### src/rtl/ge_fitness_scoreboard.sv
// ---------------------------------------------------------------------------
// ge_fitness_scoreboard
//
// Scores one evolved candidate datapath against golden vectors. Each accepted
// beat carries four candidate lanes (y3..y0) and four golden lanes (e3..e0).
// The XOR difference of every enabled lane is popcounted and added to a
// saturating error score. When NUM_VEC beats have been accepted and the
// pipeline has drained, done pulses for one cycle with the final score.
// Lower score is fitter; a score of 0 is a perfect individual.
//
// Valid/ready contract: a beat transfers on a rising edge where
// in_valid_i && in_ready_o. The source keeps data stable while
// in_valid_i && !in_ready_o. Idle gaps on in_valid_i are allowed anytime.
//
// Ports
//   clk, rst_n          clock, asynchronous active-low reset
//   start_i             begin a run (only honoured in IDLE)
//   lane_mask_i[3:0]    lane enable, bit i -> yi/ei, latched at start
//   in_valid_i          beat valid
//   in_ready_o          beat accepted this edge if in_valid_i is high
//   y3_i..y0_i          candidate lanes
//   e3_i..e0_i          golden lanes
//   busy_o              high from the cycle after start up to and incl. done
//   done_o              one-cycle pulse, score_o is final
//   score_o             accumulated error bits, held until next start
//   vec_count_o         beats accepted this run
//   perfect_o           score_o == 0, valid from done until next start
//   state_o             FSM state for debug/observation
// ---------------------------------------------------------------------------
module ge_fitness_scoreboard #(
   parameter int  WIDTH   = 16,
   parameter int  NUM_VEC = 64,
   parameter int  SCORE_W = 24,
   localparam int VC_W    = $clog2(NUM_VEC + 1)
) (
   input  logic               clk,
   input  logic               rst_n,
   input  logic               start_i,
   input  logic [3:0]         lane_mask_i,
   input  logic               in_valid_i,
   output logic               in_ready_o,
   input  logic [WIDTH-1:0]   y3_i,
   input  logic [WIDTH-1:0]   y2_i,
   input  logic [WIDTH-1:0]   y1_i,
   input  logic [WIDTH-1:0]   y0_i,
   input  logic [WIDTH-1:0]   e3_i,
   input  logic [WIDTH-1:0]   e2_i,
   input  logic [WIDTH-1:0]   e1_i,
   input  logic [WIDTH-1:0]   e0_i,
   output logic               busy_o,
   output logic               done_o,
   output logic [SCORE_W-1:0] score_o,
   output logic [VC_W-1:0]    vec_count_o,
   output logic               perfect_o,
   output logic [1:0]         state_o
);

   localparam logic [1:0] ST_IDLE  = 2'd0;
   localparam logic [1:0] ST_RUN   = 2'd1;
   localparam logic [1:0] ST_DRAIN = 2'd2;
   localparam logic [1:0] ST_DONE  = 2'd3;

   // Popcount of four lanes spans 0..4*WIDTH.
   localparam int POP_W = $clog2(4 * WIDTH + 1);
   // One spare bit above the wider operand so the add never wraps before
   // the saturation compare.
   localparam int SUM_W = ((SCORE_W > POP_W) ? SCORE_W : POP_W) + 1;

   logic [1:0]              state_q, state_d;
   logic [VC_W-1:0]         vec_count_q, vec_count_d;
   logic [3:0]              mask_q, mask_d;
   logic [SCORE_W-1:0]      score_q, score_d;
   logic                    perfect_q, perfect_d;

   logic                    s1_valid_q;
   logic [3:0][WIDTH-1:0]   s1_diff_q, s1_diff_d;
   logic                    s2_valid_q;
   logic [POP_W-1:0]        pop_q, pop_d;

   logic                    accept;
   logic                    start_acc;
   logic [3:0][WIDTH-1:0]   y_lanes, e_lanes;
   logic [SUM_W-1:0]        sum_w;
   logic [SUM_W-1:0]        sat_lim;

   assign y_lanes = {y3_i, y2_i, y1_i, y0_i};
   assign e_lanes = {e3_i, e2_i, e1_i, e0_i};

   // In RUN the count is always below NUM_VEC (the last accept leaves RUN),
   // the compare keeps ready safe regardless.
   assign in_ready_o = (state_q == ST_RUN) && (vec_count_q < VC_W'(NUM_VEC));
   assign accept     = in_valid_i && in_ready_o;
   assign start_acc  = (state_q == ST_IDLE) && start_i;

   // Stage 1: masked per-lane difference, using the mask latched at start.
   always_comb begin
      s1_diff_d = '0;
      for (int l = 0; l < 4; l++) begin
         s1_diff_d[l] = (y_lanes[l] ^ e_lanes[l]) & {WIDTH{mask_q[l]}};
      end
   end

   // Stage 2: total number of differing bits across the four lanes.
   always_comb begin
      pop_d = '0;
      for (int l = 0; l < 4; l++) begin
         for (int b = 0; b < WIDTH; b++) begin
            pop_d = pop_d + POP_W'(s1_diff_q[l][b]);
         end
      end
   end

   // Accumulator with saturation at the all-ones score.
   assign sum_w   = SUM_W'(score_q) + SUM_W'(pop_q);
   assign sat_lim = SUM_W'({SCORE_W{1'b1}});

   always_comb begin
      score_d = score_q;
      if (start_acc) begin
         score_d = '0;
      end else if (s2_valid_q) begin
         score_d = (sum_w > sat_lim) ? {SCORE_W{1'b1}} : sum_w[SCORE_W-1:0];
      end
   end

   // Control FSM and run bookkeeping.
   always_comb begin
      state_d     = state_q;
      vec_count_d = vec_count_q;
      mask_d      = mask_q;
      perfect_d   = perfect_q;
      case (state_q)
         ST_IDLE: begin
            if (start_i) begin
               state_d     = ST_RUN;
               vec_count_d = '0;
               mask_d      = lane_mask_i;
               perfect_d   = 1'b0;
            end
         end
         ST_RUN: begin
            if (accept) begin
               vec_count_d = vec_count_q + VC_W'(1);
               if (vec_count_q == VC_W'(NUM_VEC - 1)) begin
                  state_d = ST_DRAIN;
               end
            end
         end
         ST_DRAIN: begin
            // Once both stages are empty the last pop is already in score_q.
            if (!s1_valid_q && !s2_valid_q) begin
               state_d   = ST_DONE;
               perfect_d = (score_q == '0);
            end
         end
         ST_DONE: begin
            state_d = ST_IDLE;
         end
         default: begin
            state_d = ST_IDLE;
         end
      endcase
   end

   always_ff @(posedge clk or negedge rst_n) begin
      if (!rst_n) begin
         state_q     <= ST_IDLE;
         vec_count_q <= '0;
         mask_q      <= '0;
         score_q     <= '0;
         perfect_q   <= 1'b0;
         s1_valid_q  <= 1'b0;
         s1_diff_q   <= '0;
         s2_valid_q  <= 1'b0;
         pop_q       <= '0;
      end else begin
         state_q     <= state_d;
         vec_count_q <= vec_count_d;
         mask_q      <= mask_d;
         score_q     <= score_d;
         perfect_q   <= perfect_d;
         s1_valid_q  <= accept;
         if (accept) begin
            s1_diff_q <= s1_diff_d;
         end
         s2_valid_q  <= s1_valid_q;
         if (s1_valid_q) begin
            pop_q <= pop_d;
         end
      end
   end

   assign busy_o      = (state_q != ST_IDLE);
   assign done_o      = (state_q == ST_DONE);
   assign score_o     = score_q;
   assign vec_count_o = vec_count_q;
   assign perfect_o   = perfect_q;
   assign state_o     = state_q;

endmodule

### config.mk
export PLATFORM = sky130hd
export DESIGN_NAME = ge_fitness_scoreboard
export DESIGN_NICKNAME = d
export VERILOG_FILES = /design/src/rtl/ge_fitness_scoreboard.sv
export SDC_FILE = /design/constraint.sdc
export NUM_CORES = 1
export LEC_CHECK = 0
export ABC_AREA = 1
export CAP_MARGIN = 20
export CORE_MARGIN = 8
export CORE_UTILIZATION = 48
export CTS_CLUSTER_DIAMETER = 40
export DETAILED_ROUTE_END_ITERATION = 16
export PLACE_DENSITY = 0.84
export SYNTH_ARGS = -nofsm -noshare
export SYNTH_HDL_FRONTEND = slang
export SYNTH_SLANG_ARGS = --single-unit
### constraint.sdc
create_clock -name clk -period 11 [get_ports clk]
set_input_delay 1.1 -clock clk [delete_from_list [all_inputs] [get_ports clk]]
set_output_delay 1.1 -clock clk [all_outputs]
set_load 0.01 [all_outputs]
==> results.py <==
metrics = {
    "drt": {
        "routed_wl_um": 20400,
        "route.met2.wl_um": 10400,
        "routedLengthMet1_um": 8840,
        "final_antenna_net_count": 0,
        "drt_iter0_drc": 489,
        "drtPass1Iterations": 5,
        "routed.top_layer": "met4",
        "drc": 0,
        "wire_per_inst_um": 15.5,
        "vias": 6725,
        "drt-vias-per-instance": 5.13,
        "met3_length_um": 747,
    },
    "clock_tree": {
        "cts_resized": 0,
        "cts_max_level": 3,
        "clk_pin_slew_ns": 0.08,
        "cts.root.buffer_cell": "clkbuf_16",
        "cts_num_sinks": 111,
        "cts_buffer_depth": 2,
        "cts_tree": "built",
        "cts_hold_buf": 0,
        "cts_buffers": 9,
        "cts_setup_buffers": 0,
        "worstSkewPairLatency_ns": 0.37,
    },
    "status": {
        "status": "completed",
    },
    "placement": {
        "io_buffers": 172,
        "finalWeightedCongestion": 0.895,
        "dp_cells": 1295,
        "hpwl_um": 16200,
    },
    "synthesis": {
        "yosysWarnings": 0,
        "synth.avg_cell_area_um2": 8.25,
        "synth_most_common_cell": "nand2_1",
        "synth_fp_nets": 1145,
        "ys_async_sr_fraction_pct": 100,
        "syn_area_um2": 7640,
        "synthDistinctLibCells": 32,
        "ys.flop_type": "dfrtp_1",
        "seq_area_frac_synth_pct": 36.3,
        "synth_area_leaders": "dfrtp_1 (36%), fa_1 (14%), nand2_1 (9.4%), inv_1 (7.6%), o21ai_0 (7.4%)",
        "synth_top_area_share_pct": 36.3,
        "synth-edff-count": 0,
        "synth-seq-cells": 111,
        "synth_common_cells": "nand2_1 (192), inv_1 (155), o21ai_0 (113), dfrtp_1 (111), a21oi_1 (73)",
        "yosys.area.top_type": "dfrtp_1",
        "synth_cells": 926,
    },
    "grt": {
        "grt-ovfl-total": 0,
        "grt_start_max_net_pins": 66,
        "antenna_found_initial": 0,
        "grt_pass1_vias": 6682,
        "track_usage_pct": 20.5,
        "grt_pass1_wl_um": 32700,
    },
    "timing": {
        "period_share_pct": 53.0,
        "relSlewSlack_pct": 49.3,
        "tightest_slew_ns": 0.761,
        "rsz0062_at_grt": "false",
        "setup_viol": 0,
        "hold_violations": 0,
        "clock_skew_ns": 0.00954,
        "period_minus_slack_ns": 5.83,
        "fin_setup_tns_ns": 0,
        "drv_slew": 0,
        "fmax_ghz": 0.172,
    },
    "setup_path": {
        "crit_path_end_kind": "flip-flop",
        "worstSetupPathType": "reg2reg",
        "required_ns": 11.28,
        "cp_data_arrival_time_ns": 6.11,
        "worstPathMaxFanout": 2,
        "critPathLaunchType": "flip-flop",
    },
    "cells_and_area": {
        "n_antenna_cell": 0,
        "utilization_pct": 62.7,
        "final_cells": 1311,
        "fin_nets": 1309,
        "areaGrowthSynthToFinish_pct": 29.0,
        "drive_gt1_share_pct": 3.29,
    },
    "run": {
        "maxCapViolations": 0,
    },
    "floorplanning": {
        "dieArea_um2": 20200,
        "start_util_pct": 48.6,
        "ios": 173,
        "num_rows": 46,
        "die_w_um": 142,
        "die_h_um": 142,
        "core_area_um2": 15700,
    },
    "hold_path": {
        "hold_class": "reg2reg",
    },
}
## worst paths after layout
check	endpoint	cells past startpoint	startpoint	slack (ns)
max in group asynchronous	s1_diff_q[11]	2	rst_n	9.06
worst min-delay path	pop_q[0]	2	pop_q[0]	0.49
worst min register to register	pop_q[0]	2	pop_q[0]	0.49
worst max-delay path	pop_q[4]	22	s1_diff_q[35]	5.17
min in group asynchronous	vec_count_o[1]	1	rst_n	0.74
worst max register to register	pop_q[4]	22	s1_diff_q[35]	5.17
## area by class of cell
| type | instances | area (µm²) |
|---|---|---|
| fillers | 1306 | 5860 |
| multi-input cells | 629 | 4140 |
| flip-flops and latches | 111 | 2780 |
| repair buffers | 177 | 1760 |
| inverters | 162 | 608 |
| well taps | 216 | 270 |
| clock buffers | 9 | 225 |
| clock inverters | 7 | 81.3 |
## state kept, by name (all words and copies together), names as in the netlist
name,count
s1_diff_q,64
score_o,24
pop_q,7
vec_count_o,7
mask_q,4
state_o,2
perfect_o,1
s1_valid_q,1
s2_valid_q,1
## metrics by stage
| step | hold WS (ns) | instance area, µm² | worst slack, ns |
|---|---|---|---|
| 2_1_floorplan | 0.349 | 7640 | 5.42 |
| 3_3_place_gp | 0.470 | 9550 | 5.32 |
| 6_report | 0.492 | 9860 | 5.17 |
| 4_1_cts | 0.497 | 9860 | 5.15 |
| 5_1_grt | 0.533 | 9860 | 4.89 |
| 3_5_place_dp | 0.478 | 9550 | 5.19 |
## placed cells by master (no fill, tap or decap), types with 2 or more instances in the layout
| cell | count |
|---|---|
| ha_1 | 28 |
| o21ai_0 | 113 |
| clkinv_8 | 2 |
| clkdlybuf4s50_1 | 171 |
| nor3_1 | 6 |
| fa_1 | 55 |
| a21oi_1 | 73 |
| o31ai_1 | 2 |
| inv_8 | 2 |
| inv_6 | 3 |
| nor4_1 | 2 |
| o211ai_1 | 46 |
| nand2_1 | 192 |
| nor2_4 | 4 |
| xor2_1 | 9 |
| nand3_1 | 42 |
| buf_4 | 6 |
| nand4_1 | 11 |
| nor2_1 | 34 |
| dfrtp_1 | 111 |
| inv_1 | 154 |
| clkinv_1 | 5 |
| clkbuf_16 | 9 |
| nand2_2 | 3 |
| inv_2 | 3 |
## worst max-delay path, stage by stage (launching register included)
cell	delay [ns]
dfrtp_1	0.33
inv_1	0.07
fa_1	0.54
inv_1	0.05
fa_1	0.42
fa_1	0.56
inv_1	0.06
fa_1	0.52
inv_1	0.06
fa_1	0.52
fa_1	0.44
fa_1	0.54
inv_1	0.05
fa_1	0.53
inv_1	0.07
fa_1	0.45
nand2_1	0.10
nand2_1	0.05
nand2_1	0.05
nand2_1	0.06
nand2_1	0.07
nand2_1	0.05
o21ai_0	0.16
## metal layers
metal	up-vias	GRT usage, %
met5	-	0
met4	0	6.44
met3	24	3.82
met2	153	34.8
met1	3192	25.8
li1	3356	-
## logic make-up after synthesis
kind of cell / share of synthesized area (%)
AOI/OAI and AO/OA: 17.3
xor gates and xnor gates: 1.03
adders and majority gates: 19.0
buffers and inverters: 9.51
DFF: 36.3
and+or+nand+nor: 16.9
Power is not shown: default switching activity piles up to over one toggle a cycle in this logic, so the estimate is an artifact.
